`src/rtl/dmem_lsu_pkg.sv`:
```
// Shared definitions for the data-memory load/store sequencer.
// funct3 encodings, FSM state encoding and the access-size mask table.
package dmem_lsu_pkg;

    localparam logic [2:0] F3_B  = 3'b000;
    localparam logic [2:0] F3_H  = 3'b001;
    localparam logic [2:0] F3_W  = 3'b010;
    localparam logic [2:0] F3_BU = 3'b100;
    localparam logic [2:0] F3_HU = 3'b101;

    typedef enum logic {
        ST_IDLE   = 1'b0,
        ST_SECOND = 1'b1
    } lsu_state_e;

    // Unshifted byte-enable mask for an access size (funct3[1:0]).
    function automatic logic [3:0] size_mask(input logic [1:0] size);
        case (size)
            2'b00:   return 4'b0001;
            2'b01:   return 4'b0011;
            2'b10:   return 4'b1111;
            default: return 4'b0000;
        endcase
    endfunction

endpackage

```
`src/rtl/dmem_lsu_align.sv`:
```
// Lane alignment: store byte enables and write-data shift for either half of a
// split, plus load extraction and sign/zero extension from a two-word window.
module dmem_lsu_align
    import dmem_lsu_pkg::*;
(
    input  logic [2:0]  funct3,
    input  logic [1:0]  off,
    input  logic        upper,
    input  logic [31:0] wdata,
    input  logic [31:0] word_lo,
    input  logic [31:0] word_hi,
    output logic [3:0]  be,
    output logic [31:0] lane_wdata,
    output logic [31:0] load_data
);

    logic [7:0]  be8;
    logic [63:0] lane64;
    logic [31:0] raw;

    always_comb begin
        be8        = {4'b0000, size_mask(funct3[1:0])} << off;
        lane64     = {32'h0000_0000, wdata} << {off, 3'b000};
        raw        = 32'({word_hi, word_lo} >> {off, 3'b000});
        be         = upper ? be8[7:4] : be8[3:0];
        lane_wdata = upper ? lane64[63:32] : lane64[31:0];
        case (funct3)
            F3_B:    load_data = {{24{raw[7]}}, raw[7:0]};
            F3_H:    load_data = {{16{raw[15]}}, raw[15:0]};
            F3_W:    load_data = raw;
            F3_BU:   load_data = {24'h000000, raw[7:0]};
            F3_HU:   load_data = {16'h0000, raw[15:0]};
            default: load_data = 32'h0000_0000;
        endcase
    end

endmodule

```
`src/rtl/dmem_lsu_ctrl.sv`:
```
// Load/store sequencer between the core memory stage and word-addressed data
// memory; splits word-straddling accesses into two cycles and flags faults.
module dmem_lsu_ctrl
    import dmem_lsu_pkg::*;
#(
    parameter int unsigned ADDR_WIDTH = 15,
    parameter logic [31:0] BASE_ADDR  = 32'h0000_0000,
    parameter int unsigned CNT_WIDTH  = 16
) (
    input  logic                  clk,
    input  logic                  rst,
    input  logic                  req_valid,
    input  logic                  req_we,
    input  logic [2:0]            req_funct3,
    input  logic [31:0]           req_addr,
    input  logic [31:0]           req_wdata,
    output logic                  stall,
    output logic [31:0]           rdata,
    output logic                  fault,
    output logic [CNT_WIDTH-1:0]  misalign_cnt,
    output logic [ADDR_WIDTH-1:0] mem_addr,
    output logic                  mem_we,
    output logic [3:0]            mem_be,
    output logic [2:0]            mem_op_read,
    output logic [31:0]           mem_wdata,
    input  logic [31:0]           mem_rdata
);

    localparam int unsigned RANGE_SHIFT = ADDR_WIDTH + 2;

    lsu_state_e            state, state_nx;
    logic [31:0]           lo_q;
    logic                  cap_lo;
    logic [31:0]           rel;
    logic [1:0]            off;
    logic [ADDR_WIDTH-1:0] widx;
    logic                  in_range, illegal, split, access_ok, upper;
    logic [31:0]           word_lo, word_hi;
    logic [3:0]            al_be;
    logic [31:0]           al_wdata, al_load;

    // Address decode and request legality.
    assign rel       = req_addr - BASE_ADDR;
    assign off       = rel[1:0];
    assign widx      = ADDR_WIDTH'(rel >> 2);
    assign in_range  = (rel >> RANGE_SHIFT) == 32'h0000_0000;
    assign illegal   = (req_funct3 == 3'b011) || (req_funct3 == 3'b110) ||
                       (req_funct3 == 3'b111) || (req_we && req_funct3[2]);
    assign split     = ((req_funct3[1:0] == 2'b01) && (off == 2'b11)) ||
                       ((req_funct3[1:0] == 2'b10) && (off != 2'b00));
    assign access_ok = req_valid && in_range && !illegal;
    assign fault     = !rst && req_valid && !(in_range && !illegal);

    assign mem_op_read = 3'b010;

    assign upper   = (state == ST_SECOND);
    assign word_lo = upper ? lo_q : mem_rdata;
    assign word_hi = upper ? mem_rdata : 32'h0000_0000;

    dmem_lsu_align u_align (
        .funct3     (req_funct3),
        .off        (off),
        .upper      (upper),
        .wdata      (req_wdata),
        .word_lo    (word_lo),
        .word_hi    (word_hi),
        .be         (al_be),
        .lane_wdata (al_wdata),
        .load_data  (al_load)
    );

    always_ff @(posedge clk or posedge rst) begin
        if (rst) begin
            state        <= ST_IDLE;
            lo_q         <= 32'h0000_0000;
            misalign_cnt <= '0;
        end else begin
            state <= state_nx;
            if (cap_lo) begin
                lo_q <= mem_rdata;
                if (misalign_cnt != '1) begin
                    misalign_cnt <= misalign_cnt + CNT_WIDTH'(1);
                end
            end
        end
    end

    always_comb begin
        state_nx  = state;
        stall     = 1'b0;
        rdata     = 32'h0000_0000;
        mem_addr  = '0;
        mem_we    = 1'b0;
        mem_be    = 4'b0000;
        mem_wdata = 32'h0000_0000;
        cap_lo    = 1'b0;
        case (state)
            ST_IDLE: begin
                if (access_ok) begin
                    mem_addr  = widx;
                    mem_be    = al_be;
                    mem_wdata = al_wdata;
                    mem_we    = req_we;
                    if (split) begin
                        stall    = 1'b1;
                        cap_lo   = 1'b1;
                        state_nx = ST_SECOND;
                    end else if (!req_we) begin
                        rdata = al_load;
                    end
                end
            end
            ST_SECOND: begin
                // A dropped request here abandons the upper half.
                state_nx = ST_IDLE;
                if (access_ok) begin
                    mem_addr  = widx + ADDR_WIDTH'(1);
                    mem_be    = al_be;
                    mem_wdata = al_wdata;
                    mem_we    = req_we;
                    if (!req_we) begin
                        rdata = al_load;
                    end
                end
            end
            default: state_nx = ST_IDLE;
        endcase
        if (rst) begin
            state_nx  = ST_IDLE;
            stall     = 1'b0;
            rdata     = 32'h0000_0000;
            mem_addr  = '0;
            mem_we    = 1'b0;
            mem_be    = 4'b0000;
            mem_wdata = 32'h0000_0000;
            cap_lo    = 1'b0;
        end
    end

endmodule

```
`config.mk`:
```
export PLATFORM = sky130hd
export DESIGN_NAME = dmem_lsu_ctrl
export DESIGN_NICKNAME = d
export VERILOG_FILES = /design/src/rtl/dmem_lsu_pkg.sv /design/src/rtl/dmem_lsu_align.sv /design/src/rtl/dmem_lsu_ctrl.sv
export SDC_FILE = /design/constraint.sdc
export NUM_CORES = 1
export LEC_CHECK = 0
export BUFFER_PORTS_ARGS = -buffer_cell sky130_fd_sc_hd__buf_2
export CAP_MARGIN = 20
export CORE_ASPECT_RATIO = 1.75
export CORE_MARGIN = 5
export CORE_UTILIZATION = 51
export CTS_CLUSTER_SIZE = 14
export DETAILED_ROUTE_END_ITERATION = 6
export HOLD_SLACK_MARGIN = 0.15
export PLACE_DENSITY_LB_ADDON = 0.15
export SETUP_SLACK_MARGIN = 0.02
export SLEW_MARGIN = 30
export SYNTH_ARGS = -nofsm -noshare
export SYNTH_HDL_FRONTEND = slang
export SYNTH_HIERARCHICAL = 1
export SYNTH_SLANG_ARGS = --single-unit
```
`constraint.sdc`:
```
create_clock -name clk -period 8.2 [get_ports clk]
set_input_delay 2.46 -clock clk [delete_from_list [all_inputs] [get_ports clk]]
set_output_delay 2.46 -clock clk [all_outputs]
set_load 0.05 [all_outputs]
```
==> results of run 1 <==
through the flow:
step                power [mW]  hold slack (ps)  area [sq um]  instances
global placement         0.392              477          6570        887
finish                   0.610              504          6730        895
floorplan                0.349              474          5640        595
detailed placement       0.395              487          6570        887
global route             0.640              512          6730        895
CTS                      0.616              506          6720        895
placed cells by master, fill, tap and decap left out, types with 3 or more instances in the layout:
master,n
nor3_1,4
o2bb2ai_1,16
nand4_1,14
xnor2_1,12
nor3_2,5
buf_2,203
nand3_1,30
and2_1,105
mux2i_1,27
xor2_1,14
nor2b_1,9
inv_1,6
ha_1,6
dfrtp_1,48
and3_1,6
mux2_2,70
conb_1,3
a22o_1,9
mux4_2,30
o22ai_1,8
a211oi_1,8
clkbuf_16,5
nand2_1,43
nor2_1,25
buf_4,9
o21ai_0,13
critical path: stages:
cell and delay, ps:
buf_2 130, o21ai_0 240, nand2_1 210, or4_4 710, nor3_4 710, and2_1 240, buf_2 260
worst max-delay path by stage:
stage                  start            to  slack, ps  depth (start not counted)
2_1_floorplan            rst  mem_addr[10]        190                          6
3_3_place_gp   req_funct3[0]     rdata[15]        780                          7
3_5_place_dp   req_funct3[0]     rdata[20]        690                          7
4_1_cts        req_funct3[0]     rdata[20]        690                          7
5_1_grt        req_funct3[0]      rdata[7]        540                          7
6_report       req_funct3[0]     rdata[11]        760                          7
sequential cells by signal (all words and copies together) (netlist names):
name          flops
state             1
lo_q             32
misalign_cnt     16
power by group through the flow:
| stage | Clock, mW | Combinational, mW | Sequential [mW] |
|---|---|---|---|
| floorplan | 0 | 0.103 | 0.246 |
| global placement | 0 | 0.145 | 0.246 |
| detailed placement | 0 | 0.149 | 0.246 |
| CTS | 0.225 | 0.150 | 0.241 |
| global route | 0.234 | 0.164 | 0.241 |
| finish | 0.219 | 0.149 | 0.241 |
cell type report:
| cell class | instances | share of cell area (%) |
|---|---|---|
| Multi-Input combinational cell | 488 | 60.5 |
| Sequential cell | 49 | 18.2 |
| Timing Repair Buffer | 212 | 16.1 |
| Tap cell | 130 | 2.42 |
| Clock buffer | 5 | 1.86 |
| Inverter | 8 | 0.446 |
| Clock inverter | 3 | 0.428 |
per-layer routing:
metal  routed length (um)  track usage [%]  vias to the layer above
met4                  346             6.71                        0
met5                    0                0                        -
met1                 5840             26.9                     2509
li1                     -                -                     2487
met3                  844             2.16                       29
met2                 8420             42.9                      188
==> impl_results.md, run 1 <==
- Status: finished clean
- Max IR drop VDD: 107 uV
- Worst reg2reg path depth: 5
- Tcrit/Tclk final: 90.7%
- Routed WL per cell: 17.3 um
- Setup_tns: 0 ps
- Row count: 50
- Slew @ Worst Pin: 853 ps
- Critical R2R Capture: lo_q[25]$_DFFE_PP0P_
- Combinational power share: 24.5%
- Power Density: 90.6 nW/um^2
- H-tree Lvls: 2
- Number of remaining DRC errors: 0
- Post-synth design cell area: 5640 sq um
- Net switching power: roughly 0.18 mW
- Clk_lat worst skew: 300 ps
- WL final: ~15000 um
- PnR worst setup slack: 760 ps
- Number of CTS-inserted buffers: 5
- Slew HR: between 40% and 50%
- Cell Int Power: 0.430 mW
- Total of max-cap violations: 0
- Setup bufs post-CTS: 0
- Critical path class: input pin to output pin
- Clk pwr share: 35.9%
- RSZ-0062 raised after global routing: no
- Leakage: 3.43 nW
- DIE HEIGHT: 149 um
- Ys Warns: 6
- Sw frac: between 20 and 30%
- Antenna Cells: 0
- Hold path endpoint: lo_q[23]$_DFFE_PP0P_
- RD Place Congestion: 0.870
- Hpwl dp: 12100 um
- First DRT Iteration DRCs: 205
- Synthesis-to-layout area growth: 19.3%
- First-pass GRT wire length: 24800 um
- Pin count of the biggest net entering global routing: 50
- Setup WS pre-CTS: 692 ps
- Initial Util: 52.4%
- Clock slew at reported path FFs: 70 ps
- Worst path required time: around 5700 ps
- Vias in the first global route: 5217
- Slew Limit Fails: 0
- Final Core Density: 62.5%
- Largest fanout on the critical path: 32
- CTS Hold Buffers Added: 0
- Port Buffer Count: between 200 and 250
- GRT Overall Usage: 23.0%
- Fillers: 986
- Synth Instances: 594
- Footprint of the multi-input gates: 4070 sq um
- CTS tree: built
- DIE WIDTH: 89.5 um
- Nets@finish: slightly below 900
- GRT overflow: 0
- Final Skew: between 10 and 15 ps
- Post-cts resize count: 0
- CTS Sinks: 49
- Vias: 5213
- Core area: 10800 sq um
- HP Start: lo_q[23]$_DFFE_PP0P_
- Worst r2r src: state$_DFF_PP0_
- Worst hold path type: flip-flop to flip-flop
- CTS Buffer Depth: 2
- Initial antenna violation count: 0
- Hold Fails Final Rpt: 0
- R2R Setup Slk: 5470 ps
- Clock Root Buffer: clkbuf_16
- Final setup viols: 0
- Synth Area per Inst: between 9 and 10 sq um
- Post-route ant nets: 0
- Crit end category: output pin
- Proportion of layout cells with a drive suffix above 1: 44.4%
- Max Fclk: 134 MHz
- Avg Vias per Cell: between 5 and 6
- First drt pass iteration count: 4
- Sequential share of power: 39.6%
- Die ar.: ~13000 sq um
- Minimum clock period: ~7400 ps
- Storage element area: between 1000 and 1500 sq um
- WP data arrival: roughly 5000 ps
- Hold Path Depth: 1
- # IOs: 208
- Startpoint types: input pin
Power figures use the tool's default switching activity.
==> run 2: changes to the inputs <==
BUFFER_PORTS_ARGS = -buffer_cell sky130_fd_sc_hd__clkbuf_2   (was -buffer_cell sky130_fd_sc_hd__buf_2)
TNS_END_PERCENT = 30   (was not set)
==> run 2 against run 1 <==
Core utilization is 0.17 points higher. Register-to-register slack better by 240 ps. Cell area is 0.28% higher. Total power is 4.1% higher. Count of clock-buffer cells in the layout stayed put. Worst setup slack worse by 38 ps. Combinational power hardly changed. Largest cell class unchanged.
==> impl_results.md, run 2 (same netlist as run 1, synthesis figures left out) <==
- Worst path top cell family by delay: simple AND/OR/NAND/NOR gates
- Crit end category: output pin
- Max IR drop VDD: 85.0 uV (-20%)
- First-pass GRT wire length: 24800 um (+0.23%)
- Post-layout power: 0.635 mW (+4.1%)
- Most frequent CP cell: clkbuf_2
- Worst path required time: 5740 ps (about the same)
- WP buf/inv: 2 (unchanged)
- CTS tree: built
- Leakage: 3.37 nW (-1.9%)
- Number of CTS-inserted buffers: 5 (unchanged)
- Port Buffer Count: 204 (unchanged)
- Largest fanout on the critical path: 32 (unchanged)
- Total of max-cap violations: 0 (unchanged)
- CTS Sinks: 49 (unchanged)
- Fillers: 986 (unchanged)
- First DRT Iteration DRCs: 156 (-24%)
- Worst hold path type: flip-flop to flip-flop
- Hpwl dp: 12100 um (-0.32%)
- Crit-path max cell delay: 720 ps (about the same)
- Core area: 10800 sq um (unchanged)
- Max Fclk: 134 MHz (-0.51%)
- Slew HR: 37.6% (-5.5 points)
- Initial Util: 52.4% (unchanged)
- Area of placed instances: 6570 sq um (unchanged)
- Status: finished clean
- Nets@finish: 873 (unchanged)
- GRT Overall Usage: 22.9% (-0.080 points)
- Critical Path, Cell by Cell: clkbuf_2, o21ai_0, nand2_1, or4_4, nor3_4, and2_1, clkbuf_2
- Largest regs: lo_q: 32 flops, misalign_cnt: 16 flops, state: 1 flops
- Slowest cell on the critical path: or4_4
- Number of flip-flops in the largest register: 32 (unchanged)
- PnR worst setup slack: 722 ps (-38.3 ps)
- Synthesis-to-layout area growth: 19.6%
- CTS Hold Buffers Added: 0 (unchanged)
- Setup crit end: rdata[16]
- Tcrit/Tclk final: 91.2% (+0.47 points)
- Most common cell after layout, fill and taps aside: clkbuf_2
- RSZ-0062 raised after global routing: no
- Row count: 50 (unchanged)
- Setup_tns: 0 ps (unchanged)
- Clock slew at reported path FFs: 70 ps (about the same)
- Final setup viols: 0 (unchanged)
- Proportion of layout cells with a drive suffix above 1: 44.4% (unchanged)
- Slew Limit Fails: 0 (unchanged)
- Design area: 6750 sq um (+0.28%)
- Antenna Cells: 0 (unchanged)
- Post-cts resize count: 0 (unchanged)
- Critical path class: input pin to output pin
- Commonest non-fill, non-tap cells in the layout: clkbuf_2, and2_1, mux2_2
- Avg Vias per Cell: 5.72 (-1.7%)
- Final Core Density: 62.7% (+0.17 points)
- Post-route ant nets: 0 (unchanged)
- Worst r2r src: state$_DFF_PP0_
- Final Skew: 18.3 ps (+5.24 ps)
- Routed WL per cell: 17.2 um (-0.21%)
- CTS Buffer Depth: 2 (unchanged)
- Worst setup path start: req_funct3[0]
- Pin count of the biggest net entering global routing: 53 (+6.0%)
- Clock Root Buffer: clkbuf_16
- Number of remaining DRC errors: 0 (unchanged)
- Initial antenna violation count: 0 (unchanged)
- GRT overflow: 0 (unchanged)
- Power Density: 94.1 nW/um^2 (+3.8%)
- WL final: 15400 um (-0.21%)
- Die ar.: 13300 sq um (unchanged)
- Slew @ Worst Pin: 935 ps (+82.6 ps)
- Hold Fails Final Rpt: 0 (unchanged)
- RD Place Congestion: 0.851 (-2.1%)
- First drt pass iteration count: 6 (+2)
- DIE WIDTH: 89.5 um (unchanged)
- Clk_lat worst skew: 300 ps (about the same)
- Minimum clock period: 7480 ps (+38.3 ps)
- Largest Register: lo_q
- Startpoint types: input pin
- H-tree Lvls: 2 (unchanged)
- Worst reg2reg path depth: 4 (-1)
- WP data arrival: 5020 ps (+40 ps)
- R2R Setup Slk: 5710 ps (+240 ps)
- Critical R2R Capture: lo_q[21]$_DFFE_PP0P_
- Vias in the first global route: 5213 (-0.077%)
- DIE HEIGHT: 149 um (unchanged)
- Setup WS pre-CTS: 673 ps (-19.2 ps)
- # IOs: 208 (unchanged)
- Vias: 5122 (-1.7%)
- Setup bufs post-CTS: 0 (unchanged)
- Stages on worst setup path: 7 (unchanged)
[run 2: changes by cell type in the layout (fill, tap and decap cells not counted), sizes merged]
cell and change:
buf -203, bufinv +1, clkbuf +203, clkinv -1
[run 2: per-layer routing]
| layer | vias up | share of wire (%) | track usage [%] |
|---|---|---|---|
| li1 | 2493 | - | - |
| met5 | - | 0 | 0 |
| met4 | 0 | 2.3 | 6.78 |
| met2 | 144 | 54 | 41.1 |
| met3 | 26 | 4.4 | 2.54 |
| met1 | 2459 | 39 | 28.1 |
[run 2: worst min path at each step]
stage               slack [ps]                        start  cells after the start                          end
global route               510         lo_q[13]$_DFFE_PP0P_                      1         lo_q[13]$_DFFE_PP0P_
floorplan                  470          lo_q[7]$_DFFE_PP0P_                      1          lo_q[7]$_DFFE_PP0P_
global placement           480  misalign_cnt[7]$_DFFE_PP0P_                      1  misalign_cnt[7]$_DFFE_PP0P_
detailed placement         490         lo_q[23]$_DFFE_PP0P_                      1         lo_q[23]$_DFFE_PP0P_
finish                     500  misalign_cnt[7]$_DFFE_PP0P_                      1  misalign_cnt[7]$_DFFE_PP0P_
CTS                        500  misalign_cnt[7]$_DFFE_PP0P_                      1  misalign_cnt[7]$_DFFE_PP0P_
[run 2: metrics by stage]
stage	hold slack [ps]	std cells
3_3_place_gp	482	887
3_5_place_dp	488	887
5_1_grt	512	895
6_report	497	895
4_1_cts	502	895
2_1_floorplan	474	595
[run 2: area by class of cell]
class                   count  area, sq um  area share, %
flip-flops and latches     49         1230           18.2
inverters                   8         30.0          0.445
multi-input cells         488         4070           60.3
well taps                 130          163           2.41
clock buffers               5          125           1.85
clock inverters             3         47.5          0.705
repair buffers            212         1080           16.1
[run 2: worst register-to-register path, stage by stage, from the launching register on]
cell and delay, ps:
dfrtp_2 990, nor2_1 400, nand2_2 150, buf_4 410, mux2_2 410
[run 2: power breakdown]
part	total, mW	switching (mW)	internal (mW)	leakage (nW)
combinational	0.149	0.0781	0.0710	2.60
sequential	0.241	0.00000437	0.241	0.683
clock	0.244	0.0977	0.146	0.0848
total	0.635	0.176	0.459	3.37
